<file path="src/rtl/quad_gen_pkg.sv">
// Shared definitions for quadrature_generator: FSM state encodings, the
// output-mode constants and the quadrature Gray-sequence step function.
package quad_gen_pkg;

    // FSM states
    typedef logic [0:0] state_t;
    localparam state_t ST_IDLE = 1'b0;
    localparam state_t ST_RUN  = 1'b1;

    // Output modes
    localparam logic MODE_QUAD   = 1'b0;
    localparam logic MODE_SINGLE = 1'b1;

    // Next {A,B} level in the quadrature cycle.
    // dir=0 (A leads): 00->10->11->01->00; dir=1 (B leads): 00->01->11->10->00.
    function automatic logic [1:0] next_ab(input logic [1:0] ab, input logic dir);
        logic [1:0] nxt;
        case (ab)
            2'b00:   nxt = dir ? 2'b01 : 2'b10;
            2'b10:   nxt = dir ? 2'b00 : 2'b11;
            2'b11:   nxt = dir ? 2'b10 : 2'b01;
            default: nxt = dir ? 2'b11 : 2'b00;
        endcase
        return nxt;
    endfunction

endpackage

</file>
<file path="src/rtl/quadrature_generator_phase_timer.sv">
// Period timer: down-counter that emits a one-cycle tick every `period` clocks
// once started. The first tick falls in the cycle `period` clocks after start,
// so a register updated on tick_c changes exactly `period` edges after start.
// Ports:
//   clk, rst   clock, synchronous active-high reset
//   start      load period and begin counting (wins over clear)
//   clear      stop counting
//   period     clocks per tick, expected >= 1
//   tick_c     combinational tick (decoded from registered count)
module phase_timer
    import quad_gen_pkg::*;
#(
    parameter int unsigned PERIOD_WIDTH = 16
) (
    input  logic                    clk,
    input  logic                    rst,
    input  logic                    start,
    input  logic                    clear,
    input  logic [PERIOD_WIDTH-1:0] period,
    output logic                    tick_c
);

    logic [PERIOD_WIDTH-1:0] cnt_q;
    logic [PERIOD_WIDTH-1:0] per_q;
    logic                    run_q;
    logic [PERIOD_WIDTH-1:0] load_c;

    // A zero period degenerates to ticking every clock
    assign load_c = (period == '0) ? '0 : period - PERIOD_WIDTH'(1);
    assign tick_c = run_q && (cnt_q == '0);

    // Counter with reload on every tick
    always_ff @(posedge clk) begin
        if (rst) begin
            cnt_q <= '0;
            per_q <= '0;
            run_q <= 1'b0;
        end else if (start) begin
            cnt_q <= load_c;
            per_q <= load_c;
            run_q <= 1'b1;
        end else if (clear) begin
            cnt_q <= '0;
            run_q <= 1'b0;
        end else if (tick_c) begin
            cnt_q <= per_q;
        end else if (run_q) begin
            cnt_q <= cnt_q - PERIOD_WIDTH'(1);
        end
    end

endmodule

</file>
<file path="src/rtl/quadrature_generator.sv">
// Quadrature / step-direction pulse generator. Accepts a command (steps,
// direction, period) over valid/ready and emits the corresponding CHA/CHB
// edges, tracking a wrapping position count.
// Ports:
//   clk, rst        clock, synchronous active-high reset
//   mode            0 quadrature, 1 step/dir; sampled at accept
//   cmd_valid/ready command handshake (ready is decoded from state)
//   cmd_steps       step count, cmd_dir direction, cmd_period clocks per phase
//   abort           stop the running command after the current cycle
//   pos_clr         zero the position counter (beats a coincident step)
//   CHA, CHB        output channels
//   busy, done      command running / one-cycle completion pulse
//   pos             generated position
module quadrature_generator
    import quad_gen_pkg::*;
#(
    parameter int unsigned COUNT_WIDTH  = 16,
    parameter int unsigned PERIOD_WIDTH = 16
) (
    input  logic                    clk,
    input  logic                    rst,
    input  logic                    mode,
    input  logic                    cmd_valid,
    output logic                    cmd_ready,
    input  logic [COUNT_WIDTH-1:0]  cmd_steps,
    input  logic                    cmd_dir,
    input  logic [PERIOD_WIDTH-1:0] cmd_period,
    input  logic                    abort,
    input  logic                    pos_clr,
    output logic                    CHA,
    output logic                    CHB,
    output logic                    busy,
    output logic                    done,
    output logic [COUNT_WIDTH-1:0]  pos
);

    state_t                  state_q, state_d;
    logic                    mode_q, mode_d;
    logic                    dir_q, dir_d;
    logic [COUNT_WIDTH-1:0]  rem_q, rem_d;
    logic [PERIOD_WIDTH-1:0] per_q, per_d;
    logic                    init_q, init_d;
    logic                    ph_q, ph_d;
    logic [1:0]              ab_q, ab_d;
    logic [COUNT_WIDTH-1:0]  pos_q, pos_d;
    logic                    busy_q, busy_d;
    logic                    done_q, done_d;

    logic [PERIOD_WIDTH-1:0] p_cmd_c;
    logic                    step_c;
    logic                    t_start_c;
    logic                    t_clear_c;
    logic [PERIOD_WIDTH-1:0] t_period_c;
    logic                    tick_c;

    phase_timer #(
        .PERIOD_WIDTH(PERIOD_WIDTH)
    ) u_timer (
        .clk    (clk),
        .rst    (rst),
        .start  (t_start_c),
        .clear  (t_clear_c),
        .period (t_period_c),
        .tick_c (tick_c)
    );

    assign cmd_ready = (state_q == ST_IDLE);
    assign CHA       = ab_q[1];
    assign CHB       = ab_q[0];
    assign busy      = busy_q;
    assign done      = done_q;
    assign pos       = pos_q;

    // Next-state, datapath and timer control
    always_comb begin
        state_d    = state_q;
        mode_d     = mode_q;
        dir_d      = dir_q;
        rem_d      = rem_q;
        per_d      = per_q;
        init_d     = init_q;
        ph_d       = ph_q;
        ab_d       = ab_q;
        done_d     = 1'b0;
        step_c     = 1'b0;
        t_start_c  = 1'b0;
        t_clear_c  = 1'b0;
        t_period_c = per_q;
        p_cmd_c    = (cmd_period == '0) ? PERIOD_WIDTH'(1) : cmd_period;

        case (state_q)
            ST_IDLE: begin
                if (cmd_valid) begin
                    state_d = ST_RUN;
                    mode_d  = mode;
                    dir_d   = cmd_dir;
                    rem_d   = cmd_steps;
                    per_d   = p_cmd_c;
                    ph_d    = 1'b0;
                    // Step/dir spends one cycle setting the direction level first
                    init_d  = (mode == MODE_SINGLE);
                    if (mode == MODE_QUAD) begin
                        t_start_c  = 1'b1;
                        t_period_c = p_cmd_c;
                    end
                end
            end
            ST_RUN: begin
                if (abort || ((rem_q == '0) && !ph_q)) begin
                    // Finish: levels hold, no edge this cycle
                    state_d   = ST_IDLE;
                    done_d    = 1'b1;
                    init_d    = 1'b0;
                    ph_d      = 1'b0;
                    t_clear_c = 1'b1;
                end else if (init_q) begin
                    init_d     = 1'b0;
                    ab_d       = {1'b0, dir_q};
                    t_start_c  = 1'b1;
                    t_period_c = per_q;
                end else if (tick_c) begin
                    if (mode_q == MODE_QUAD) begin
                        ab_d   = next_ab(ab_q, dir_q);
                        rem_d  = rem_q - COUNT_WIDTH'(1);
                        step_c = 1'b1;
                    end else if (!ph_q) begin
                        // Rising edge counts the step
                        ab_d[1] = 1'b1;
                        ph_d    = 1'b1;
                        rem_d   = rem_q - COUNT_WIDTH'(1);
                        step_c  = 1'b1;
                    end else begin
                        ab_d[1] = 1'b0;
                        ph_d    = 1'b0;
                    end
                end
            end
            default: state_d = ST_IDLE;
        endcase

        if (pos_clr) begin
            pos_d = '0;
        end else if (step_c) begin
            pos_d = dir_q ? pos_q - COUNT_WIDTH'(1) : pos_q + COUNT_WIDTH'(1);
        end else begin
            pos_d = pos_q;
        end

        busy_d = (state_d == ST_RUN);
    end

    // State and output registers
    always_ff @(posedge clk) begin
        if (rst) begin
            state_q <= ST_IDLE;
            mode_q  <= MODE_QUAD;
            dir_q   <= 1'b0;
            rem_q   <= '0;
            per_q   <= PERIOD_WIDTH'(1);
            init_q  <= 1'b0;
            ph_q    <= 1'b0;
            ab_q    <= 2'b00;
            pos_q   <= '0;
            busy_q  <= 1'b0;
            done_q  <= 1'b0;
        end else begin
            state_q <= state_d;
            mode_q  <= mode_d;
            dir_q   <= dir_d;
            rem_q   <= rem_d;
            per_q   <= per_d;
            init_q  <= init_d;
            ph_q    <= ph_d;
            ab_q    <= ab_d;
            pos_q   <= pos_d;
            busy_q  <= busy_d;
            done_q  <= done_d;
        end
    end

endmodule

</file>
<file path="config.mk">
export PLATFORM = sky130hd
export DESIGN_NAME = quadrature_generator
export DESIGN_NICKNAME = d
export VERILOG_FILES = /design/src/rtl/quad_gen_pkg.sv /design/src/rtl/quadrature_generator_phase_timer.sv /design/src/rtl/quadrature_generator.sv
export SDC_FILE = /design/constraint.sdc
export NUM_CORES = 1
export LEC_CHECK = 0
export CORE_AREA = 2 2 101 177
export CTS_BUF_LIST = sky130_fd_sc_hd__clkbuf_4 sky130_fd_sc_hd__clkbuf_8
export DETAILED_ROUTE_END_ITERATION = 10
export DIE_AREA = 0 0 103 179
export MAX_ROUTING_LAYER = met4
export SLEW_MARGIN = 5
export SYNTH_ARGS = -nofsm -noshare
export SYNTH_HDL_FRONTEND = slang
export SYNTH_SLANG_ARGS = --single-unit
</file>
<file path="constraint.sdc">
create_clock -name clk -period 2.7 [get_ports clk]
set_clock_uncertainty 0.05 [all_clocks]
set_input_delay 0.27 -clock clk [delete_from_list [all_inputs] [get_ports clk]]
set_output_delay 0.27 -clock clk [all_outputs]
set_load 0.01 [all_outputs]
</file>
==> run metrics, run 1 <==
distinct cell type count after synthesis 68; Crit path buffers/inverters 4; synth top area cells dfxtp_1, nand2_1, a21oi_1; dpl hpwl 12.1 mm; final WL 16.3 mm; Design Area, Final 7330 sq um; cell repeated most along the worst path buf_4; mapped cell area 5710 sq um; area leader, netlist dfxtp_1; Critical Path Start Type input port; GP Congestion 0.891; pins over their slew limit 0; PwrDens 462 nW/um^2; Root Driver clkbuf_8; IO Pins 60; FF+latch count, synth 89; DRC viols 0; Syn Nets 828; reg2reg setup slack 0.18 ns; Synth Flop Type dfxtp_1; reg-to-reg critical path startpoint dir_q$_SDFFE_PP0P_; worst-margin pin slew 0.849 ns; Reg-to-Reg End pos[15]$_SDFFE_PP0P_; CP endpoint kind register; Critical Path, Cell by Cell clkdlybuf4s50_1 > buf_4 > or3b_2 > buf_4 > nor3_1 > nand2_1 > a21oi_1 > o211a_1 > o21ai_0 > buf_4 > a211oi_1; Worst Hold Launch cmd_period[9]; critical path's slowest cell or3b_2; CTS tree yes; final core occ 0.428; CP delay by family, top buffers and inverters; DRT antenna net count 0; worst hold path type input port to register; Fill cells 1,808; Ys Warns 0; Area growth syn-to-layout 28.3%; Post-synth EDFFs 0; Die Y-Extent 179 um; run status completed; setup TNS 0 ns; commonest non-fill, non-tap cell in the layout nand2_1; largest net degree at the start of global routing 75; Port Buffers 59; Async SR Flop Fraction 0; routed vias 5,793; sequential area share after synthesis 0.312; first-pass GRT wire length 26.8 mm; Num Clock Sinks 89; critical path arrival 2.82 ns; average size of a mapped cell 7.41 sq um; dpl ws -0.484 ns; share of layout cells above drive strength 1 0.157; CTS hold repair buffers 0; CTS buffer count 9; Synth top area share 0.312; die area 18,400 sq um; Max IR drop VDD 0.000229 V; CP required 2.94 ns; initial antenna violation count 0; Rows 64; Placement Cell Area 7070 sq um; part of the cycle the worst path needs 0.955; Ant. Diodes 0; commonest non-fill, non-tap cells in the layout nand2_1, dfxtp_1, a21oi_1; Congestion Overflow GR 0; worst hold endpoint per_q[9]$_SDFFE_PP0P_; later-pin clock latency in the skew report 0.39 ns; hold depth 4; fin worst setup slack 0.122 ns; Starting Density 0.333; Slew headroom 0.434; slowest stage delay, CP 0.54 ns; H-tree depth 3; post-CTS setup repair buffer count 0; final setup vio count 0; Final Hold Fails 0; minimum clock period 2.58 ns; maximum clock rate 388 MHz; WS Path Type input port to register; floorplan core area 17,100 sq um; RSZ-0062 raised after global routing no; Iteration-0 DRC Markers 248; Gate Count Post-Synth 771; Lkg Pwr 2.82 nW; clock buffer depth 2; global-route usage over all layers 0.187; Total Nets Final 941; Worst-path clk slew 0.09 ns; vias in the first global route 5,495; Max Cap Viol 0; DRT Pass-1 Iters 4; routed vias/inst 5.17; Routed wire per std cell 14.5 um; reg2reg path depth 11; crit path max fanout 5; Design Power 3.39 mW; Die W 103 um
==> power by group <==
group / switching, mW / internal, mW / total, mW / leakage [nW]
logic: 0.526 / 0.461 / 0.987 / 2.00
clock network: 0.553 / 0.350 / 0.903 / 0.0914
registers: 0.101 / 1.40 / 1.50 / 0.729
==> cells in the mapped netlist (9+ instances only) <==
| cell type | number |
|---|---|
| inv_1 | 17 |
| ha_1 | 17 |
| xnor2_1 | 17 |
| clkbuf_1 | 24 |
| nor2_1 | 84 |
| a211oi_1 | 18 |
| mux2i_1 | 14 |
| nor4_1 | 9 |
| dfxtp_1 | 89 |
| a22oi_1 | 14 |
| nand3_1 | 19 |
| xor2_1 | 11 |
| nor3_1 | 40 |
| o21ai_0 | 53 |
| a21oi_1 | 86 |
| nand2_1 | 129 |
==> worst max-delay path by stage <==
stage | from | to | slack [ns] | depth (start not counted)
floorplan | busy$_SDFF_PP0_ | u_timer.cnt_q[12]$_SDFFE_PP0P_ | 0.02 | 13
global placement | cmd_period[8] | u_timer.cnt_q[3]$_SDFFE_PP0P_ | -0.45 | 14
detailed placement | cmd_period[8] | u_timer.cnt_q[1]$_SDFFE_PP0P_ | -0.48 | 14
CTS | cmd_period[8] | u_timer.cnt_q[1]$_SDFFE_PP0P_ | 0.02 | 14
global route | cmd_valid | u_timer.cnt_q[6]$_SDFFE_PP0P_ | 0.002 | 11
finish | cmd_valid | u_timer.cnt_q[6]$_SDFFE_PP0P_ | 0.12 | 11
==> flip-flops by register name, summed over array words and instances, names as in the netlist, 2 cells and up <==
signal,cells
u_timer.cnt_q,16
u_timer.per_q,16
ab_q,2
rem_q,16
per_q,16
pos,16
==> what timing repair did <==
action / CTS / global route
gates resized for setup: 4 / 17
setup endpoints to repair: 13 / 25
pin swaps: 0 / 6
==> metrics by stage <==
stage / instances / hold slack (ns)
2_1_floorplan: 771 / 0.356
3_3_place_gp: 1104 / 0.392
3_5_place_dp: 1104 / 0.395
4_1_cts: 1120 / 0.351
5_1_grt: 1120 / 0.339
6_report: 1120 / 0.325
==> worst min-delay path: stages <==
cell,delay (ns)
dlymetal6s2s_1,0.17
buf_4,0.17
nand2_1,0.05
a21oi_1,0.05
==> final cells by class <==
class	instances	area [sq um]	area share
inverter	17	63.8	0.00871
sequential	89	1790	0.244
clock inverter	7	56.3	0.00768
multi-input combinational	626	3750	0.512
tap	231	289	0.0394
timing repair buffer	141	1250	0.171
clock buffer	9	124	0.0169
==> per-layer routing <==
metal	share of wire	track usage	up-vias
li1	-	-	2985
met1	0.40	0.208	2699
met5	0	-	-
met4	0.023	0.0625	0
met2	0.55	0.340	90
met3	0.023	0.0211	19
==> kinds of logic after synthesis <==
logic type                 synth area share
AOI/OAI and AO/OA                     0.251
xor gates and xnor gates             0.0429
adders and majority gates            0.0407
buffers and inverters                0.0451
DFF                                   0.312
muxes                                0.0285
and+or+nand+nor                       0.280
Power figures use the tool's default switching activity.
==> run 2: changes to the inputs <==
- CORE_AREA: 2 2 101 177 -> 2 2 89 155
- DIE_AREA: 0 0 103 179 -> 0 0 91 157
- PLACE_DENSITY: default -> 0.67
==> run metrics, run 2 (synthesized netlist as in run 1, its figures left out) <==
Starting Density 0.442 (+0.108); Slew headroom 0.446 (+0.0123); Placed Instances 1,038 (-6.0%); IO Pins 60 (unchanged); die area 14,300 sq um (-23%); Final Hold Fails 0 (unchanged); critical path arrival 2.74 ns (-0.08 ns); worst hold path type input port to register; first-pass GRT wire length 28.2 mm (+5.1%); CTS buffer count 9 (unchanged); floorplan core area 12,900 sq um (-25%); Worst-path clk slew 0.09 ns (about the same); DRT antenna net count 0 (unchanged); CTS tree yes; CP required 2.87 ns (-0.07 ns); maximum clock rate 388 MHz (+0.15%); Port Buffers 59 (unchanged); routed vias 6,082 (+5.0%); Ant. Diodes 0 (unchanged); minimum clock period 2.57 ns (-0.00384 ns); PwrDens 495 nW/um^2 (+7.0%); DRT Pass-1 Iters 5 (+1); run status completed; final setup vio count 0 (unchanged); initial antenna violation count 0 (unchanged); Max IR drop VDD 0.000215 V (-6.2%); Die Y-Extent 157 um (-12%); fin worst setup slack 0.126 ns (+0.00384 ns); worst-margin pin slew 0.831 ns (-0.0184 ns); clock buffer depth 2 (unchanged); Iteration-0 DRC Markers 301 (+21%); Max Cap Viol 0 (unchanged); Lkg Pwr 2.80 nW (-0.92%); Final Non-Filler Cells 1,056 (-5.7%); CP endpoint kind register; Area growth syn-to-layout 26.4%; final core occ 0.558 (+0.130); commonest non-fill, non-tap cell in the layout nand2_1; Num Clock Sinks 89 (unchanged); largest net degree at the start of global routing 75 (unchanged); WS Path Type input port to register; routed vias/inst 5.76 (+11%); later-pin clock latency in the skew report 0.37 ns (-0.02 ns); Die W 91 um (-12%); dpl ws -0.410 ns (+0.0745 ns); crit path max fanout 3 (-2); Routed wire per std cell 16.5 um (+13%); Rows 55 (-14%); Root Driver clkbuf_8; hold_ws 0.383 ns (+0.0575 ns); DRC viols 0 (unchanged); Total Nets Final 937 (-0.43%); RSZ-0062 raised after global routing no; part of the cycle the worst path needs 0.953 (-0.00142); vias in the first global route 5,901 (+7.4%); pins over their slew limit 0 (unchanged); commonest non-fill, non-tap cells in the layout nand2_1, dfxtp_1, a21oi_1; GP Congestion 0.933 (+4.8%); Congestion Overflow GR 0 (unchanged); setup TNS 0 ns (unchanged); final WL 17.4 mm (+6.8%); share of layout cells above drive strength 1 0.153 (-0.00494); dpl hpwl 13.2 mm (+8.6%); H-tree depth 3 (unchanged); global-route usage over all layers 0.251 (+0.0641); Critical Path Start Type input port
[run 2: worst paths after layout]
kind / start / endpoint / slack (ns) / cells past startpoint
worst max-delay path: cmd_period[8] / u_timer.cnt_q[3]$_SDFFE_PP0P_ / 0.13 / 9
worst min-delay path: rst / pos[8]$_SDFFE_PP0P_ / 0.38 / 3
worst max register to register: dir_q$_SDFFE_PP0P_ / pos[14]$_SDFFE_PP0P_ / 0.14 / 10
worst min register to register: u_timer.per_q[6]$_SDFFE_PP0P_ / u_timer.per_q[6]$_SDFFE_PP0P_ / 0.40 / 2
[run 2: critical path: stages]
cell and delay (ns):
clkdlybuf4s50_1 0.43, or4_4 0.56, buf_4 0.16, or3b_1 0.43, and2_1 0.17, or3_1 0.36, and3_1 0.19, a21oi_1 0.11
nor3_1 0.06
[run 2: per-stage QoR]
step | total power [mW] | area (sq um)
after floorplan | 2.14 | 5720
after global placement | 2.48 | 6910
after detailed placement | 2.51 | 6910
after CTS | 3.56 | 7140
after global routing | 3.75 | 7220
final | 3.57 | 7220
[run 2: power breakdown]
part | leakage [nW] | switching (mW) | internal (mW) | total, mW
Sequential | 0.728 | 0.104 | 1.40 | 1.50
Clock | 0.115 | 0.499 | 0.569 | 1.07
Combinational | 1.95 | 0.552 | 0.450 | 1.00
[run 2: layout make-up]
class	instances	area, sq um
Clock buffer	11	151
Clock inverter	5	77.6
Fill cell	1262	5720
Inverter	17	63.8
Multi-Input combinational cell	626	3750
Sequential cell	89	1780
Tap cell	171	214
Timing Repair Buffer	137	1180
[run 2: per-layer routing]
| layer | GRT usage | share of wire | vias up |
|---|---|---|---|
| li1 | - | - | 2985 |
| met1 | 0.241 | 0.36 | 2899 |
| met2 | 0.492 | 0.57 | 152 |
| met3 | 0.0321 | 0.033 | 46 |
| met4 | 0.113 | 0.037 | 0 |
| met5 | - | 0 | - |
[run 2: what timing repair did]
item,in CTS,in global routing
resized for setup,1,22
setup buffers,0,1
setup endpoints to repair,1,28
gates cloned,0,1
hold buffers,0,0
pin swaps,0,4
